`src/rtl/boot_rom_bridge.sv`:
```
// Request front end for the 4 KB secure boot ROM: one outstanding access,
// fixed three-cycle turnaround, and error reporting for illegal accesses.
module boot_rom_bridge #(
    parameter logic [31:0] BASE_ADDR = 32'h0000_0000,
    parameter int          CNT_WIDTH = 8
) (
    input  logic                 clk,
    input  logic                 rst_n,
    input  logic                 req_valid,
    output logic                 req_ready,
    input  logic [31:0]          req_addr,
    input  logic                 req_we,
    output logic                 resp_valid,
    input  logic                 resp_ready,
    output logic [31:0]          resp_rdata,
    output logic [1:0]           resp_err,
    output logic [9:0]           rom_addr,
    input  logic [31:0]          rom_rdata,
    output logic                 write_violation,
    output logic [CNT_WIDTH-1:0] violation_count
);

    localparam logic [1:0] S_IDLE = 2'd0;
    localparam logic [1:0] S_WAIT = 2'd1;
    localparam logic [1:0] S_RESP = 2'd2;

    localparam logic [1:0] ERR_OK    = 2'b00;
    localparam logic [1:0] ERR_WRITE = 2'b01;
    localparam logic [1:0] ERR_ALIGN = 2'b10;
    localparam logic [1:0] ERR_RANGE = 2'b11;

    // Range is checked before the write flag so out-of-range writes are not logged.
    function automatic logic [1:0] classify(input logic [31:0] addr, input logic we);
        if (addr[31:12] != BASE_ADDR[31:12]) return ERR_RANGE;
        else if (we)                         return ERR_WRITE;
        else if (addr[1:0] != 2'b00)         return ERR_ALIGN;
        else                                 return ERR_OK;
    endfunction

    function automatic logic [CNT_WIDTH-1:0] sat_inc(input logic [CNT_WIDTH-1:0] v);
        if (&v) return v;
        else    return v + {{(CNT_WIDTH-1){1'b0}}, 1'b1};
    endfunction

    logic [1:0]           state_q, state_d;
    logic [9:0]           addr_q, addr_d;
    logic [1:0]           err_q, err_d;
    logic                 viol_q, viol_d;
    logic [CNT_WIDTH-1:0] cnt_q, cnt_d;
    logic                 accept;
    logic [1:0]           req_class;

    assign req_ready = (state_q == S_IDLE);
    assign accept    = req_valid && req_ready;
    assign req_class = classify(req_addr, req_we);

    always_comb begin
        state_d = state_q;
        addr_d  = addr_q;
        err_d   = err_q;
        viol_d  = viol_q;
        cnt_d   = cnt_q;
        case (state_q)
            S_IDLE: begin
                if (accept) begin
                    state_d = S_WAIT;
                    addr_d  = req_addr[11:2];
                    err_d   = req_class;
                    if (req_class == ERR_WRITE) begin
                        viol_d = 1'b1;
                        cnt_d  = sat_inc(cnt_q);
                    end
                end
            end
            S_WAIT:  state_d = S_RESP;
            S_RESP:  if (resp_ready) state_d = S_IDLE;
            default: state_d = S_IDLE;
        endcase
    end

    always_ff @(posedge clk or negedge rst_n) begin
        if (!rst_n) begin
            state_q <= S_IDLE;
            addr_q  <= '0;
            err_q   <= ERR_OK;
            viol_q  <= 1'b0;
            cnt_q   <= '0;
        end else begin
            state_q <= state_d;
            addr_q  <= addr_d;
            err_q   <= err_d;
            viol_q  <= viol_d;
            cnt_q   <= cnt_d;
        end
    end

    // rom_addr is held through RESP, so rom_rdata stays valid under backpressure.
    assign rom_addr        = addr_q;
    assign resp_valid      = (state_q == S_RESP);
    assign resp_err        = resp_valid ? err_q : ERR_OK;
    assign resp_rdata      = (resp_valid && err_q == ERR_OK) ? rom_rdata : 32'h0;
    assign write_violation = viol_q;
    assign violation_count = cnt_q;

endmodule

```
`config.mk`:
```
export PLATFORM = sky130hd
export DESIGN_NAME = boot_rom_bridge
export DESIGN_NICKNAME = d
export VERILOG_FILES = /design/src/rtl/boot_rom_bridge.sv
export SDC_FILE = /design/constraint.sdc
export NUM_CORES = 1
export LEC_CHECK = 0
export ABC_AREA = 1
export CORE_UTILIZATION = 34
export CTS_CLUSTER_DIAMETER = 100
export CTS_CLUSTER_SIZE = 25
export DETAILED_ROUTE_END_ITERATION = 6
export PLACE_DENSITY = 0.86
export RECOVER_POWER = 25
export SETUP_SLACK_MARGIN = 0.2
export SLEW_MARGIN = 20
export SYNTH_ARGS = -nofsm -noshare
export SYNTH_HDL_FRONTEND = slang
export SYNTH_SLANG_ARGS = --single-unit
```
`constraint.sdc`:
```
create_clock -name clk -period 2.7 [get_ports clk]
set_input_delay 0.27 -clock clk [delete_from_list [all_inputs] [get_ports clk]]
set_output_delay 0.27 -clock clk [all_outputs]
set_load 0.02 [all_outputs]
```
==> PnR_summary.wiki, run 1 <==
{| class="wikitable"
! Metric !! Value
|-
| Worst hold margin || 0.480 ns
|-
| Ratio of total power to cell area || 478 nW/um^2
|-
| Routed WL || 4.24 mm
|-
| Combined area of all synthesized cells || 1450 um^2
|-
| Number of global-route vias before repair || 1442
|-
| Worst Setup Start Kind || flip-flop
|-
| Buffer count from post-CTS setup fixing || 0
|-
| PostCTS Resize Cnt || 0
|-
| Run status || finished clean
|-
| Height of the die || 67.2 um
|-
| Share of the core filled with cells in the final layout || 68.3%
|-
| Overall global routing resource usage || 17.8%
|-
| YS warnings || 0
|-
| Top cells by area, synth || dfrtp_1 40%, nand2_1 16%, nor2_1 13%
|-
| Fraction of power consumed by combinational cells || 48.1%
|-
| Clock tree from TritonCTS || yes
|-
| Fmax || 422 MHz
|-
| Clock tree skew after final layout || 0.00108 ns
|-
| Critical path cell sequence || nor2_1 -> nand3_4 -> nor2_1 -> clkdlybuf4s50_1
|-
| Max H-tree Level || 1
|-
| PnR Total Power || 1320 uW
|-
| Highest fanout seen on the critical path || 32
|-
| Num rows || 23
|-
| Max Slew Vio Count || 0
|-
| Total number of vias || 1736
|-
| RSZ-0062 raised after global routing || false
|-
| Placement-stage worst setup slack || 0.510 ns
|-
| Initial standard-cell utilization of the core || 35.9%
|-
| Standby leakage power || 0.00137 uW
|-
| Crit path max-delay cell type || clkdlybuf4s50_1
|-
| Clock-pin slew reported for the worst setup and hold paths after clock tree synthesis || 0.08 ns
|-
| Clock insertion delay at the later pin of the skew report || 0.26 ns
|-
| Min Clock Period, post-route || 2.37 ns
|-
| Core area || 4030 um^2
|-
| Root buffer selected by CTS || clkbuf_8
|-
| Fraction of registers with async set or reset after synthesis || 100%
|-
| 1st-iter DRT viols || 33
|-
| Die Footprint || 4520 um^2
|-
| Primary FF master, synth || dfrtp_1
|-
| Post-route DRC violation count || 0
|-
| Share of final-layout standard cells stronger than drive strength 1 || 3.50%
|-
| WP buf/inv || 1
|-
| Syn_nets || 292
|-
| Total number of clock tree sinks || 23
|-
| I/O Buffers || 123
|-
| IR Drop Worst-Case VDD || 0.386 mV
|-
| Internal portion of total power || 840 uW
|-
| TNS Setup || 0 ns
|-
| Average instance area after synthesis || 6.52 um^2
|-
| Final cycle utilization of the critical path || 87.8%
|-
| Boundary Pins || 124
|-
| Crit path DAT || 2.10 ns
|-
| Fillcell total || 352
|-
| Critical setup path kind || flip-flop to output port
|-
| Library cell appearing most often on the critical path || nor2_1
|-
| CTS buffer count || 3
|-
| Crit path required time || 2.43 ns
|-
| Initial antenna violation count || 0
|-
| Crit. End Element || output port
|-
| Leading cell types by count after synthesis || 61 x nand2_1, 51 x nor2_1, 45 x inv_1
|-
| Number of nets with antenna violations after routing || 0
|-
| Weighted congestion at the end of routability-driven global placement || 0.859
|-
| NumNets Final || 414
|-
| Pre-antenna DRT Iters || 4
|-
| Delay contributed by the slowest stage of the critical path || 0.63 ns
|-
| Maximum number of pins on one net before global-route repair || 33
|-
| Post-synth top area cell || dfrtp_1
|-
| Overall die width || 67.2 um
|-
| Flops & latches, synth || 23
|-
| Transition time at the pin with the least slew margin || 1.23 ns
|-
| Clock Power Share || 16.0%
|-
| Sequential element share of the synthesized area || 39.8%
|-
| Global-route wire length before repair || 6.24 mm
|-
| Bufs on Longest Clock Path || 2
|-
| Setup Viol. Count Final || 0
|-
| Net switching power || 475 uW
|-
| CTS Hold Buffers Added || 0
|-
| Most instantiated library cell after synthesis || nand2_1
|-
| Dominant delay contributor by cell family on the critical path || simple AND/OR/NAND/NOR gates
|-
| Worst max-slew margin expressed relative to the limit || 17.9%
|-
| Portion of synthesized cell area occupied by the leading cell type || 39.8%
|-
| Max_cap viols || 0
|-
| Drt wl/cell || 10.8 um
|-
| Hold violation count in the final report || 0
|-
| Per-cell via count in the routed design || 4.42
|-
| Global route overflow || 0
|-
| Switching share of power || 36.1%
|-
| Final Worst Setup Slack || 0.330 ns
|-
| Post-synthesis instance total || 222
|-
| HP Class || flip-flop to flip-flop
|-
| FF-to-FF setup slack || 1.18 ns
|-
| Synth-to-Final Area Change || 90.2%
|-
| Antenna Diode Count || 0
|-
| Share of total power in sequential cells || 35.9%
|-
| Number of unique standard cell types used by synthesis || 23
|-
| Post-detailed-placement half-perimeter wirelength || 3.50 mm
|-
| Number of enable-type register cells in the synthesized netlist || 0
|}
[cells in the final DEF (no fill, tap or decap)]
cell type          n
xnor2_1            1
nand3_2            1
and2_1             1
nand2_1           61
clkinv_2           1
a31oi_1            2
ha_1               1
nand2_2            2
clkbuf_8           3
clkbuf_1           1
inv_1             46
nand3b_1           1
clkdlybuf4s50_1  122
dlygate4sd3_1      1
nand4_1            9
nor2_4             2
nor2_2             2
o21ai_0            2
dfrtp_1           23
nand3_4            1
nor2_1            52
nand3_1            5
a21oi_1            1
xor2_1             1
a21o_1             1
[metrics by stage]
stage	std cells	cell area (um^2)
global placement	389	2700
CTS	393	2750
global route	393	2750
finish	393	2750
detailed placement	389	2700
floorplan	222	1450
[worst min-delay path, cell delays in order, from the launching register on]
cell,delay (ns)
dfrtp_1,0.35
nand2_1,0.05
nand2_1,0.05
[state kept, by name, summed over array words and instances (netlist names)]
register         flops
err_q                2
rom_addr            10
state_q              2
violation_count      8
write_violation      1
[path summary, 6_finish.rpt]
| path | startpoint | end | cells after the start |
|---|---|---|---|
| setup reg to reg | state_q[0]$_DFFE_PN0P_ | violation_count[1]$_DFFE_PN0P_ | 6 |
| hold / removal | rom_addr[6]$_DFFE_PN0P_ | rom_addr[6]$_DFFE_PN0P_ | 2 |
| setup / recovery | state_q[0]$_DFFE_PN0P_ | resp_rdata[10] | 4 |
| min in group asynchronous | rst_n | violation_count[0]$_DFFE_PN0P_ | 2 |
| max in group asynchronous | rst_n | rom_addr[5]$_DFFE_PN0P_ | 2 |
| hold reg to reg | rom_addr[6]$_DFFE_PN0P_ | rom_addr[6]$_DFFE_PN0P_ | 2 |
[routing by layer]
metal	global-route usage, %	share of wire [%]	vias to the layer above
met5	0	0	-
met1	19.8	35	760
li1	-	-	892
met3	5.24	12	2
met4	3.99	0.19	0
met2	33.1	52	82
[cells by family after synthesis]
kind of cell	synth area share [%]
AO/OA/AOI/OAI	2.42
AND/OR/NAND/NOR	40.7
buffers and inverters	15.0
XOR/XNOR	1.21
flip-flops	39.8
adder cells (fa/ha/maj)	0.865
[cell type report]
cell class	count	area [um^2]	area share [%]
well taps	50	62.6	2.27
clock buffers	3	41.3	1.50
clock inverters	1	5.00	0.182
inverters	46	173	6.28
flip-flops and latches	23	576	20.9
repair buffers	124	1230	44.9
multi-input cells	146	659	24.0
[power groups by stage]
stage          clock, uW  combinational [uW]  sequential (uW)
3_5_place_dp           0                 641              481
4_1_cts              218                 643              474
5_1_grt              235                 681              485
3_3_place_gp           0                 629              479
6_report             210                 632              473
2_1_floorplan          0                 210              569
No activity file was read; power rests on OpenSTA's default activity.
==> run 2, diff against run 1 <==
--- a/config.mk
+++ b/config.mk
@@ -13,7 +13,7 @@
 export PLACE_DENSITY = 0.86
 export RECOVER_POWER = 25
 export SETUP_SLACK_MARGIN = 0.2
-export SLEW_MARGIN = 20
+export SLEW_MARGIN = 10
 export SYNTH_ARGS = -nofsm -noshare
 export SYNTH_HDL_FRONTEND = slang
 export SYNTH_SLANG_ARGS = --single-unit
==> results of run 2 <==
Final layout, timing and power as in run 1 (identical DEF).
